[src/rtl/pdm_output_stream.sv]
`default_nettype none
// ============================================================================
//  Module   : pdm_output_stream
//  Purpose  : Converts a stream of unsigned PCM samples into a 1-bit PDM
//             bitstream using a first-order error-feedback modulator. Each
//             accepted sample is held for one window of OSR PDM bits; each
//             PDM bit lasts CLK_DIV clk cycles.
//  Ports    : clk        - system clock, all logic on the rising edge
//             rst_n      - synchronous active-low reset
//             enable     - 1 = modulate, 0 = idle
//             s_data     - unsigned PCM sample (0 .. 2^WIDTH-1)
//             s_valid    - s_data valid
//             s_ready    - holding register empty, a sample can be taken
//             pdm_out    - registered PDM bitstream
//             bit_tick   - one-cycle strobe on every PDM bit update
//             underflow  - one-cycle pulse when a window starts with no
//                          fresh sample waiting
//  Revision : 1.0 - initial release
// ============================================================================
module pdm_output_stream #(
  parameter int unsigned WIDTH   = 8,
  parameter int unsigned CLK_DIV = 4,
  parameter int unsigned OSR     = 64
) (
  input  logic             clk,
  input  logic             rst_n,
  input  logic             enable,
  input  logic [WIDTH-1:0] s_data,
  input  logic             s_valid,
  output logic             s_ready,
  output logic             pdm_out,
  output logic             bit_tick,
  output logic             underflow
);

  localparam int unsigned DIV_W = (CLK_DIV > 1) ? $clog2(CLK_DIV) : 1;
  localparam int unsigned BIT_W = (OSR > 1) ? $clog2(OSR) : 1;

  localparam logic [DIV_W-1:0] DIV_LAST = DIV_W'(CLK_DIV - 1);
  localparam logic [BIT_W-1:0] BIT_LAST = BIT_W'(OSR - 1);
  localparam logic [WIDTH-1:0] FS       = '1;

  typedef enum logic [0:0] {
    ST_IDLE = 1'b0,
    ST_RUN  = 1'b1
  } state_t;

  state_t           state_q,     state_d;
  logic [DIV_W-1:0] div_cnt_q,   div_cnt_d;
  logic [BIT_W-1:0] bit_cnt_q,   bit_cnt_d;
  logic [WIDTH-1:0] error_q,     error_d;
  logic [WIDTH-1:0] cur_q,       cur_d;
  logic [WIDTH-1:0] hold_q,      hold_d;
  logic             hold_full_q, hold_full_d;
  logic             pdm_q,       pdm_d;
  logic             tick_q,      tick_d;
  logic             unf_q,       unf_d;

  logic             w_tick;
  logic             w_win_start;
  logic [WIDTH-1:0] w_sample;
  logic             w_bit;
  logic [WIDTH:0]   w_err_hi;
  logic [WIDTH:0]   w_err_lo;
  logic [WIDTH-1:0] w_err_next;

  assign w_tick      = (div_cnt_q == DIV_LAST);
  assign w_win_start = (bit_cnt_q == '0);

  // A fresh sample is only swapped in at the first bit of a window;
  // otherwise (or when nothing is waiting) the current sample repeats.
  assign w_sample = (w_win_start && hold_full_q) ? hold_q : cur_q;

  // First-order modulator, intermediate arithmetic one bit wider than the
  // sample so the comparison result guarantees a result in 0..FS.
  assign w_bit    = (w_sample >= error_q);
  assign w_err_hi = {1'b0, error_q} + {1'b0, FS} - {1'b0, w_sample};
  assign w_err_lo = {1'b0, error_q} - {1'b0, w_sample};

  // The top bit can only be set if the selected branch would leave 0..FS;
  // clamp defensively rather than wrap.
  always_comb begin
    w_err_next = error_q;
    if (w_bit) begin
      w_err_next = w_err_hi[WIDTH] ? FS : w_err_hi[WIDTH-1:0];
    end else begin
      w_err_next = w_err_lo[WIDTH] ? '0 : w_err_lo[WIDTH-1:0];
    end
  end

  always_ff @(posedge clk) begin
    if (!rst_n) begin
      state_q     <= ST_IDLE;
      div_cnt_q   <= '0;
      bit_cnt_q   <= '0;
      error_q     <= '0;
      cur_q       <= '0;
      hold_q      <= '0;
      hold_full_q <= 1'b0;
      pdm_q       <= 1'b0;
      tick_q      <= 1'b0;
      unf_q       <= 1'b0;
    end else begin
      state_q     <= state_d;
      div_cnt_q   <= div_cnt_d;
      bit_cnt_q   <= bit_cnt_d;
      error_q     <= error_d;
      cur_q       <= cur_d;
      hold_q      <= hold_d;
      hold_full_q <= hold_full_d;
      pdm_q       <= pdm_d;
      tick_q      <= tick_d;
      unf_q       <= unf_d;
    end
  end

  always_comb begin
    state_d     = state_q;
    div_cnt_d   = div_cnt_q;
    bit_cnt_d   = bit_cnt_q;
    error_d     = error_q;
    cur_d       = cur_q;
    hold_d      = hold_q;
    hold_full_d = hold_full_q;
    pdm_d       = pdm_q;
    tick_d      = 1'b0;
    unf_d       = 1'b0;

    // Holding register load. s_ready is simply !hold_full_q, so a window
    // start consuming the held value in this cycle cannot also accept.
    if (s_valid && !hold_full_q) begin
      hold_d      = s_data;
      hold_full_d = 1'b1;
    end

    case (state_q)
      ST_IDLE: begin
        div_cnt_d = '0;
        bit_cnt_d = '0;
        error_d   = '0;
        cur_d     = '0;
        pdm_d     = 1'b0;
        if (enable) begin
          state_d = ST_RUN;
        end
      end

      ST_RUN: begin
        if (!enable) begin
          // Leaving RUN discards any tick falling in this cycle.
          state_d   = ST_IDLE;
          div_cnt_d = '0;
          bit_cnt_d = '0;
          error_d   = '0;
          cur_d     = '0;
          pdm_d     = 1'b0;
        end else begin
          div_cnt_d = w_tick ? '0 : div_cnt_q + 1'b1;
          if (w_tick) begin
            bit_cnt_d = (bit_cnt_q == BIT_LAST) ? '0 : bit_cnt_q + 1'b1;
            pdm_d     = w_bit;
            error_d   = w_err_next;
            tick_d    = 1'b1;
            if (w_win_start) begin
              if (hold_full_q) begin
                cur_d       = hold_q;
                hold_full_d = 1'b0;
              end else begin
                unf_d = 1'b1;
              end
            end
          end
        end
      end

      default: begin
        state_d = ST_IDLE;
      end
    endcase
  end

  assign s_ready   = ~hold_full_q;
  assign pdm_out   = pdm_q;
  assign bit_tick  = tick_q;
  assign underflow = unf_q;

endmodule
`default_nettype wire

[config.mk]
export PLATFORM = sky130hd
export DESIGN_NAME = pdm_output_stream
export DESIGN_NICKNAME = d
export VERILOG_FILES = /design/src/rtl/pdm_output_stream.sv
export SDC_FILE = /design/constraint.sdc
export NUM_CORES = 1
export LEC_CHECK = 0
export CORE_MARGIN = 2
export CORE_UTILIZATION = 45
export CTS_BUF_LIST = sky130_fd_sc_hd__clkbuf_2
export DETAILED_ROUTE_END_ITERATION = 10
export GPL_ROUTABILITY_DRIVEN = 0
export HOLD_SLACK_MARGIN = 0.08
export PLACE_DENSITY = 0.71
export SLEW_MARGIN = 20
export SYNTH_ARGS = -nofsm -noshare
export SYNTH_HDL_FRONTEND = slang
export SYNTH_SLANG_ARGS = --single-unit
[constraint.sdc]
create_clock -name clk -period 10.2 [get_ports clk]
set_clock_uncertainty 0.15 [all_clocks]
set_input_delay 1.02 -clock clk [delete_from_list [all_inputs] [get_ports clk]]
set_output_delay 1.02 -clock clk [all_outputs]
set_load 0.01 [all_outputs]
==> summary.txt, run 1 <==
Layout
  • Area grow syn2layout: 8.39%
  • # diodes: 0
  • Nets: 278
  • Proportion of layout cells with a drive suffix above 1: 0.0672

Timing
  • Setup WS post-layout: 6340 ps
  • Final hold viol count: 0
  • Slew Limit Fails: 0
  • Tcrit/Tclk final: 0.379
  • Setup TNS: 0 ps
  • Min Clock Period, post-route: 3860 ps
  • Hold_ws: 291 ps
  • Fmax: 259 MHz
  • Final-report setup violation count: 0
  • Worst relative slew slack: 0.458
  • Worst-Margin Slew: 810 ps
  • RSZ-0062 raised after global routing: no

Synth
  • #FFs+latches synth: 37
  • Yosys warns: 0
  • Net count after synthesis: 268
  • Multiplexer share of the synthesized area: 0.0532
  • Largest family of logic cells by synthesized area: compound AO/OA/AOI/OAI gates
  • Post-synth top flop: dfxtp_1
  • Post-synthesis instance total: 242
  • Async S/R FF share, synth: 0
  • Sequential element share of the synthesized area: 0.350
  • Adder-cell share of the synthesized area: 0.0898
  • Post-synth EDFFs: 0
  • Distinct cells, synth: 43
  • Post-synthesis compound-gate area fraction: 0.210
  • Post-Syn Area: 2120 um^2
  • Avg Cell Area, Syn: 8.75 um^2
  • Simple-gate portion of the synthesized area: 0.189
  • Post-synthesis xor/xnor area fraction: 0.0538

Floorplanning
  • Die height: 72.6 um
  • # rows: 24
  • Initial core utilization: 0.477
  • Core area: 4440 um^2
  • Die span in x: 72.6 um
  • Die Area: 5270 um^2
  • IO Pins: 16

Power and ir drop
  • Sw Share: 0.281
  • Sequential power share: 0.598
  • Clock power share: 0.268
  • Internal power: 180 uW
  • Pwr dens: 109 nW/um^2
  • Leakage power: 0.945 nW
  • VDD IR max: 58.1 uV
  • Gate power share: 0.134
  • NetSw: 70.3 uW

Worst setup path
  • Setup crit end kind: register
  • CP Max Fanout: 10
  • Worst EP arrival: 3990 ps
  • Required @ worst endpoint: 10330 ps
  • Worst setup SP type: register
  • Setup CP Type: reg2reg

Drt
  • DRC errors left: 0
  • Post-route ant nets: 0
  • DR pass1 iterations: 4
  • Routed WL per cell: 14.1 um
  • Vias after detailed routing: 1712
  • Initial DRC count: 78
  • Vias per cell: 5.61
  • Post-Route WL: 4290 um

Clock tree
  • CTS tree: yes
  • Clock tree buffer depth: 2
  • Clock transition at path regs: 190 ps
  • CTS Sinks: 37
  • H-tree depth: 2
  • CTS resizes: 0
  • Total CTS buffers: 5
  • CTS Hold Bufs: 0
  • Root Driver: clkbuf_2
  • Worst-skew pair later-pin latency: 380 ps
  • Post CTS Setup Buffer Count: 0

Place
  • Setup WS pre-CTS: 6400 ps
  • Hpwl dp: 3270 um
  • Buffers on Ports: 15

Min path
  • Worst Hold Class: reg2reg

GRT
  • Total track usage: 0.180
  • Antenna violations before repair: 0
  • Largest net degree at the start of global routing: 16
  • Vias in the first global route: 1635
  • Global-route wire length before repair: 7480 um
  • Remaining Overflow, GRT: 0

Run status
  • Status: completed

Flow run
  • Max Cap Viol: 0
[power by group through the flow]
stage / Clock (mW) / Sequential [mW] / Combinational [mW]
floorplan: 0 / 0.152 / 0.0255
global placement: 0 / 0.152 / 0.0330
detailed placement: 0 / 0.153 / 0.0333
CTS: 0.0683 / 0.150 / 0.0335
global route: 0.0759 / 0.150 / 0.0375
finish: 0.0670 / 0.150 / 0.0336
[layout make-up]
class                      count  area [um^2]
multi-input combinational    183         1260
fill                         439         2150
inverter                      10         37.5
clock inverter                 2         10.0
sequential                    37          741
tap                           52         65.1
timing repair buffer          15          150
clock buffer                   6         30.0
[logic make-up (layout without fill, tap and decap cells)]
group,Yosys count,count (layout)
AND/OR/NAND/NOR,85,85
AO/OA/AOI/OAI,60,60
flip-flops,37,37
buffers and inverters,22,33
adder cells (fa/ha/maj),14,14
XOR/XNOR,13,13
multiplexers,11,11
[stage by stage]
stage / utilization / area, um^2 / instances / power, mW
CTS: 0.517 / 2300 / 305 / 0.251
global placement: 0.508 / 2260 / 297 / 0.186
finish: 0.517 / 2300 / 305 / 0.250
global route: 0.517 / 2300 / 305 / 0.263
floorplan: - / 2120 / 242 / 0.177
detailed placement: 0.508 / 2260 / 297 / 0.186
[worst max-delay path, cell delays in order, from the launching register on]
cell and delay, ps:
dfxtp_1 390, nor4_1 340, nand3_1 450, mux2_2 440
inv_1 60, ha_1 170, inv_1 60, fa_1 390
nand2b_1 180, a21oi_1 290, a31oi_2 160, xnor2_1 150
or3_1 310, a32o_1 240
[worst paths after layout]
kind | start | to | slack (ps) | cells after the start
worst max-delay path | bit_cnt_q[2] | error_q[6] | 6340 | 13
worst min-delay path | div_cnt_q[0] | div_cnt_q[0] | 290 | 1
worst max register to register | bit_cnt_q[2] | error_q[6] | 6340 | 13
worst min register to register | div_cnt_q[0] | div_cnt_q[0] | 290 | 1
[layout by cell type (no fill, tap or decap), types with 3 or more instances in the layout]
master and instances:
a32o_1 4, a21o_1 3, mux2i_1 9, clkdlybuf4s50_1 15
a21boi_0 10, clkbuf_2 6, nand4_1 5, o21ai_0 12
a22o_1 9, ha_1 12, nand2b_1 4, a21oi_1 8
xor2_1 6, and2_1 3, dfxtp_1 37, nand2_1 32
inv_1 9, nor2_1 17, nand3_1 8, nor2b_1 4
a21oi_2 3, xnor2_1 7, nor3_1 4
[per-layer routing]
metal | global-route usage | vias up | part of all wire
met2 | 0.287 | 33 | 0.47
met1 | 0.236 | 795 | 0.47
met5 | 0 | - | 0
met4 | 0.0720 | 0 | 0.021
met3 | 0.0401 | 9 | 0.036
li1 | - | 875 | -
[registers in the layout, summed over array words and instances, names as in the netlist]
| signal | cells |
|---|---|
| bit_cnt_q | 6 |
| bit_tick | 1 |
| cur_q | 8 |
| div_cnt_q | 2 |
| error_q | 8 |
| hold_full_q | 1 |
| hold_q | 8 |
| pdm_out | 1 |
| state_q | 1 |
| underflow | 1 |
[synth_stat cells, types with 4 or more instances]
library cell  instances  area [um^2]
dfxtp_1              37          741
nand2_1              32          120
nor2_1               17         63.8
ha_1                 12          150
o21ai_0              12         60.1
a21boi_0             10         75.1
a22o_1                9         78.8
inv_1                 9         33.8
mux2i_1               9         90.1
a21oi_1               8         40.0
nand3_1               8         40.0
xnor2_1               7         61.3
xor2_1                6         52.6
nand4_1               5         31.3
a32o_1                4         40.0
buf_4                 4         30.0
clkbuf_1              4         15.0
nand2b_1              4         25.0
nor2b_1               4         25.0
nor3_1                4         20.0
Power figures use the tool's default switching activity.
==> run 2: changes to the inputs <==
==> constraint.sdc (replaced) <==
create_clock -name clk -period 3.8 [get_ports clk]
set_clock_uncertainty 0.15 [all_clocks]
set_input_delay 0.38 -clock clk [delete_from_list [all_inputs] [get_ports clk]]
set_output_delay 0.38 -clock clk [all_outputs]
set_load 0.01 [all_outputs]
==> run 2 against run 1 <==
  * Total power rose to 2.7 times the previous value
  * Worst hold slack better by 2.7 ps
  * Core utilization up 0.73 points
  * Register-to-register slack worse by 5900 ps
  * Clock-buffer cell count down 1
  * Global-route usage down 0.81 points
  * Sequential share of layout area down 0.45 points
  * Routed wire length down 0.91%
  * Fmax up 13%
  * Non-clock buffer count up 4
  * Critical endpoint unchanged
  * Sequential power rose to 2.7 times the previous value
==> summary.txt, run 2 (synthesis gave the netlist of run 1 again) <==
Floorplanning
  • Die height: 72.6 um (unchanged)
  • Core area: 4440 um^2 (unchanged)
  • # rows: 24 (unchanged)
  • Die span in x: 72.6 um (unchanged)
  • Die Area: 5270 um^2 (unchanged)
  • IO Pins: 16 (unchanged)
  • Initial core utilization: 0.477 (unchanged)

Drt
  • Vias after detailed routing: 1690 (was 1712)
  • DRC errors left: 0 (unchanged)
  • DR pass1 iterations: 4 (unchanged)
  • Post-route ant nets: 0 (unchanged)
  • Post-Route WL: 4250 um (was 4290 um)
  • Routed WL per cell: 13.8 um (was 14.1 um)
  • Vias per cell: 5.47 (was 5.61)
  • Initial DRC count: 65 (was 78)

Place
  • Buffers on Ports: 15 (unchanged)
  • Inst Count DP: 301 (was 297)
  • Hpwl dp: 3300 um (was 3270 um)

Timing
  • Fmax: 293 MHz (was 259 MHz)
  • Final-report setup violation count: 0 (unchanged)
  • Final hold viol count: 0 (unchanged)
  • Worst relative slew slack: 0.656 (was 0.458)
  • Worst-Margin Slew: 515 ps (was 810 ps)
  • RSZ-0062 raised after global routing: no (unchanged)
  • Setup TNS: 0 ps (unchanged)
  • Min Clock Period, post-route: 3410 ps (was 3860 ps)
  • Tcrit/Tclk final: 0.898 (was 0.379)
  • Slew Limit Fails: 0 (unchanged)

GRT
  • Gr busiest metal: met2 (unchanged)
  • Largest net degree at the start of global routing: 16 (unchanged)
  • Met3 Usage GRT: 0.0387 (was 0.0401)
  • Remaining Overflow, GRT: 0 (unchanged)
  • Total track usage: 0.172 (was 0.180)
  • Antenna violations before repair: 0 (unchanged)
  • Vias in the first global route: 1555 (was 1635)
  • Met1 Usage GRT: 0.232 (was 0.236)
  • Global-route wire length before repair: 7110 um (was 7480 um)
  • GR Layer Usage met2: 0.268 (was 0.287)

Min path
  • Hold path depth: 1 (unchanged)
  • Hold Crit Start: div_cnt_q[0] (unchanged)
  • Worst Hold Class: reg2reg (unchanged)
  • Worst Hold Path EP: div_cnt_q[0] (unchanged)

Power and ir drop
  • Pwr dens: 294 nW/um^2 (was 109 nW/um^2)
  • VDD IR max: 156 uV (was 58.1 uV)
  • Total power: 685 uW (was 250 uW)
  • Leakage power: 0.963 nW (was 0.945 nW)

Worst setup path
  • Most frequent CP cell: inv_1 (unchanged)
  • Reg2reg start: bit_cnt_q[5] (was bit_cnt_q[2])
  • Setup crit end kind: register (unchanged)
  • Worst path cell trace: nor4_1 -> nand3_1 -> mux2_2 -> inv_1 -> ha_1 -> inv_1 -> fa_1 -> nand2b_1 -> a21oi_1 -> a31oi_2 -> xnor2_1 -> or3_1 -> a32o_1 (unchanged)
  • Number of buffers and inverters on the critical path: 2 (unchanged)
  • CP peak stage delay: 390 ps (was 450 ps)
  • R2r setup slk: 390 ps (was 6340 ps)
  • Critical path depth: 13 (unchanged)
  • Worst EP arrival: 3600 ps (was 3990 ps)
  • CP Max Fanout: 4 (was 10)
  • Worst setup SP type: register (unchanged)
  • CP top delay family: simple AND/OR/NAND/NOR gates (unchanged)
  • Required @ worst endpoint: 3990 ps (was 10330 ps)
  • R2r endpoint: error_q[6] (unchanged)
  • Reg2reg path depth: 13 (unchanged)
  • Slowest CP cell: dfxtp_1 (was nand3_1)
  • Setup CP Type: reg2reg (unchanged)

Clock tree
  • CTS tree: yes (unchanged)
  • CTS Sinks: 37 (unchanged)
  • Post CTS Setup Buffer Count: 0 (unchanged)
  • CTS resizes: 0 (unchanged)
  • Worst-skew pair later-pin latency: 400 ps (was 380 ps)
  • CTS Hold Bufs: 0 (unchanged)
  • Root Driver: clkbuf_2 (unchanged)
  • H-tree depth: 2 (unchanged)
  • Clock tree buffer depth: 2 (unchanged)
  • Total CTS buffers: 5 (unchanged)
  • Clock transition at path regs: 230 ps (was 190 ps)

Layout
  • # diodes: 0 (unchanged)
  • Multi-input logic area: 1260 um^2 (unchanged)
  • Proportion of layout cells with a drive suffix above 1: 0.0778 (was 0.0672)
  • Commonest non-fill, non-tap cells in the layout: dfxtp_1, nand2_1, nor2_1, clkdlybuf4s50_1 (unchanged)
  • Nets: 282 (was 278)
  • Biggest regs: cur_q x8, error_q x8, hold_q x8 (unchanged)
  • Commonest non-fill, non-tap cell in the layout: dfxtp_1 (unchanged)
  • Post-Layout Cell Count: 309 (was 305)
  • FILL cells: 417 (was 439)
  • Area grow syn2layout: 9.92% (was 8.39%)
  • FF/Latch Area: 741 um^2 (unchanged)

Run status
  • Status: completed (unchanged)

Flow run
  • Max Cap Viol: 0 (unchanged)
==> run 2: cell types whose count changed in the layout (fill, tap and decap cells not counted) <==
| cell | before | now |
|---|---|---|
| buf_4 | 0 | 4 |
| clkbuf_2 | 6 | 5 |
| clkinv_1 | 1 | 2 |
| clkinv_2 | 2 | 1 |
| clkinv_4 | 0 | 1 |
==> run 2: final cells by class <==
| type | count | share of cell area |
|---|---|---|
| repair buffers | 19 | 0.0774 |
| clock buffers | 5 | 0.0107 |
| well taps | 52 | 0.0279 |
| flip-flops and latches | 37 | 0.318 |
| multi-input cells | 183 | 0.542 |
| clock inverters | 3 | 0.00752 |
| inverters | 10 | 0.0161 |
==> run 2: metal layers <==
| layer | share of wire | vias up |
|---|---|---|
| met5 | 0 | - |
| met2 | 0.45 | 31 |
| met1 | 0.50 | 774 |
| met4 | 0.012 | 0 |
| met3 | 0.041 | 6 |
| li1 | - | 879 |
==> run 2: how the worst max path moves through the flow <==
stage                       startpoint    endpoint  slack [ps]
final                     bit_cnt_q[5]  error_q[6]         390
after global placement    bit_cnt_q[2]  error_q[6]         480
after detailed placement  bit_cnt_q[2]  error_q[6]         400
after global routing      bit_cnt_q[5]  error_q[2]         130
after floorplan           bit_cnt_q[0]  error_q[6]         510
after CTS                 bit_cnt_q[5]  error_q[6]         380
==> run 2: through the flow <==
step	util	worst slack, ps	area (um^2)	hold WS, ps
floorplan	-	507	2120	258
global placement	0.514	476	2290	271
detailed placement	0.514	402	2290	277
CTS	0.524	381	2330	301
global route	0.524	129	2330	336
finish	0.524	389	2330	294
==> run 2: power breakdown <==
group | total, mW | switching, mW | internal (mW)
logic | 0.0976 | 0.0513 | 0.0463
clock network | 0.186 | 0.142 | 0.0437
registers | 0.401 | 0.00572 | 0.396
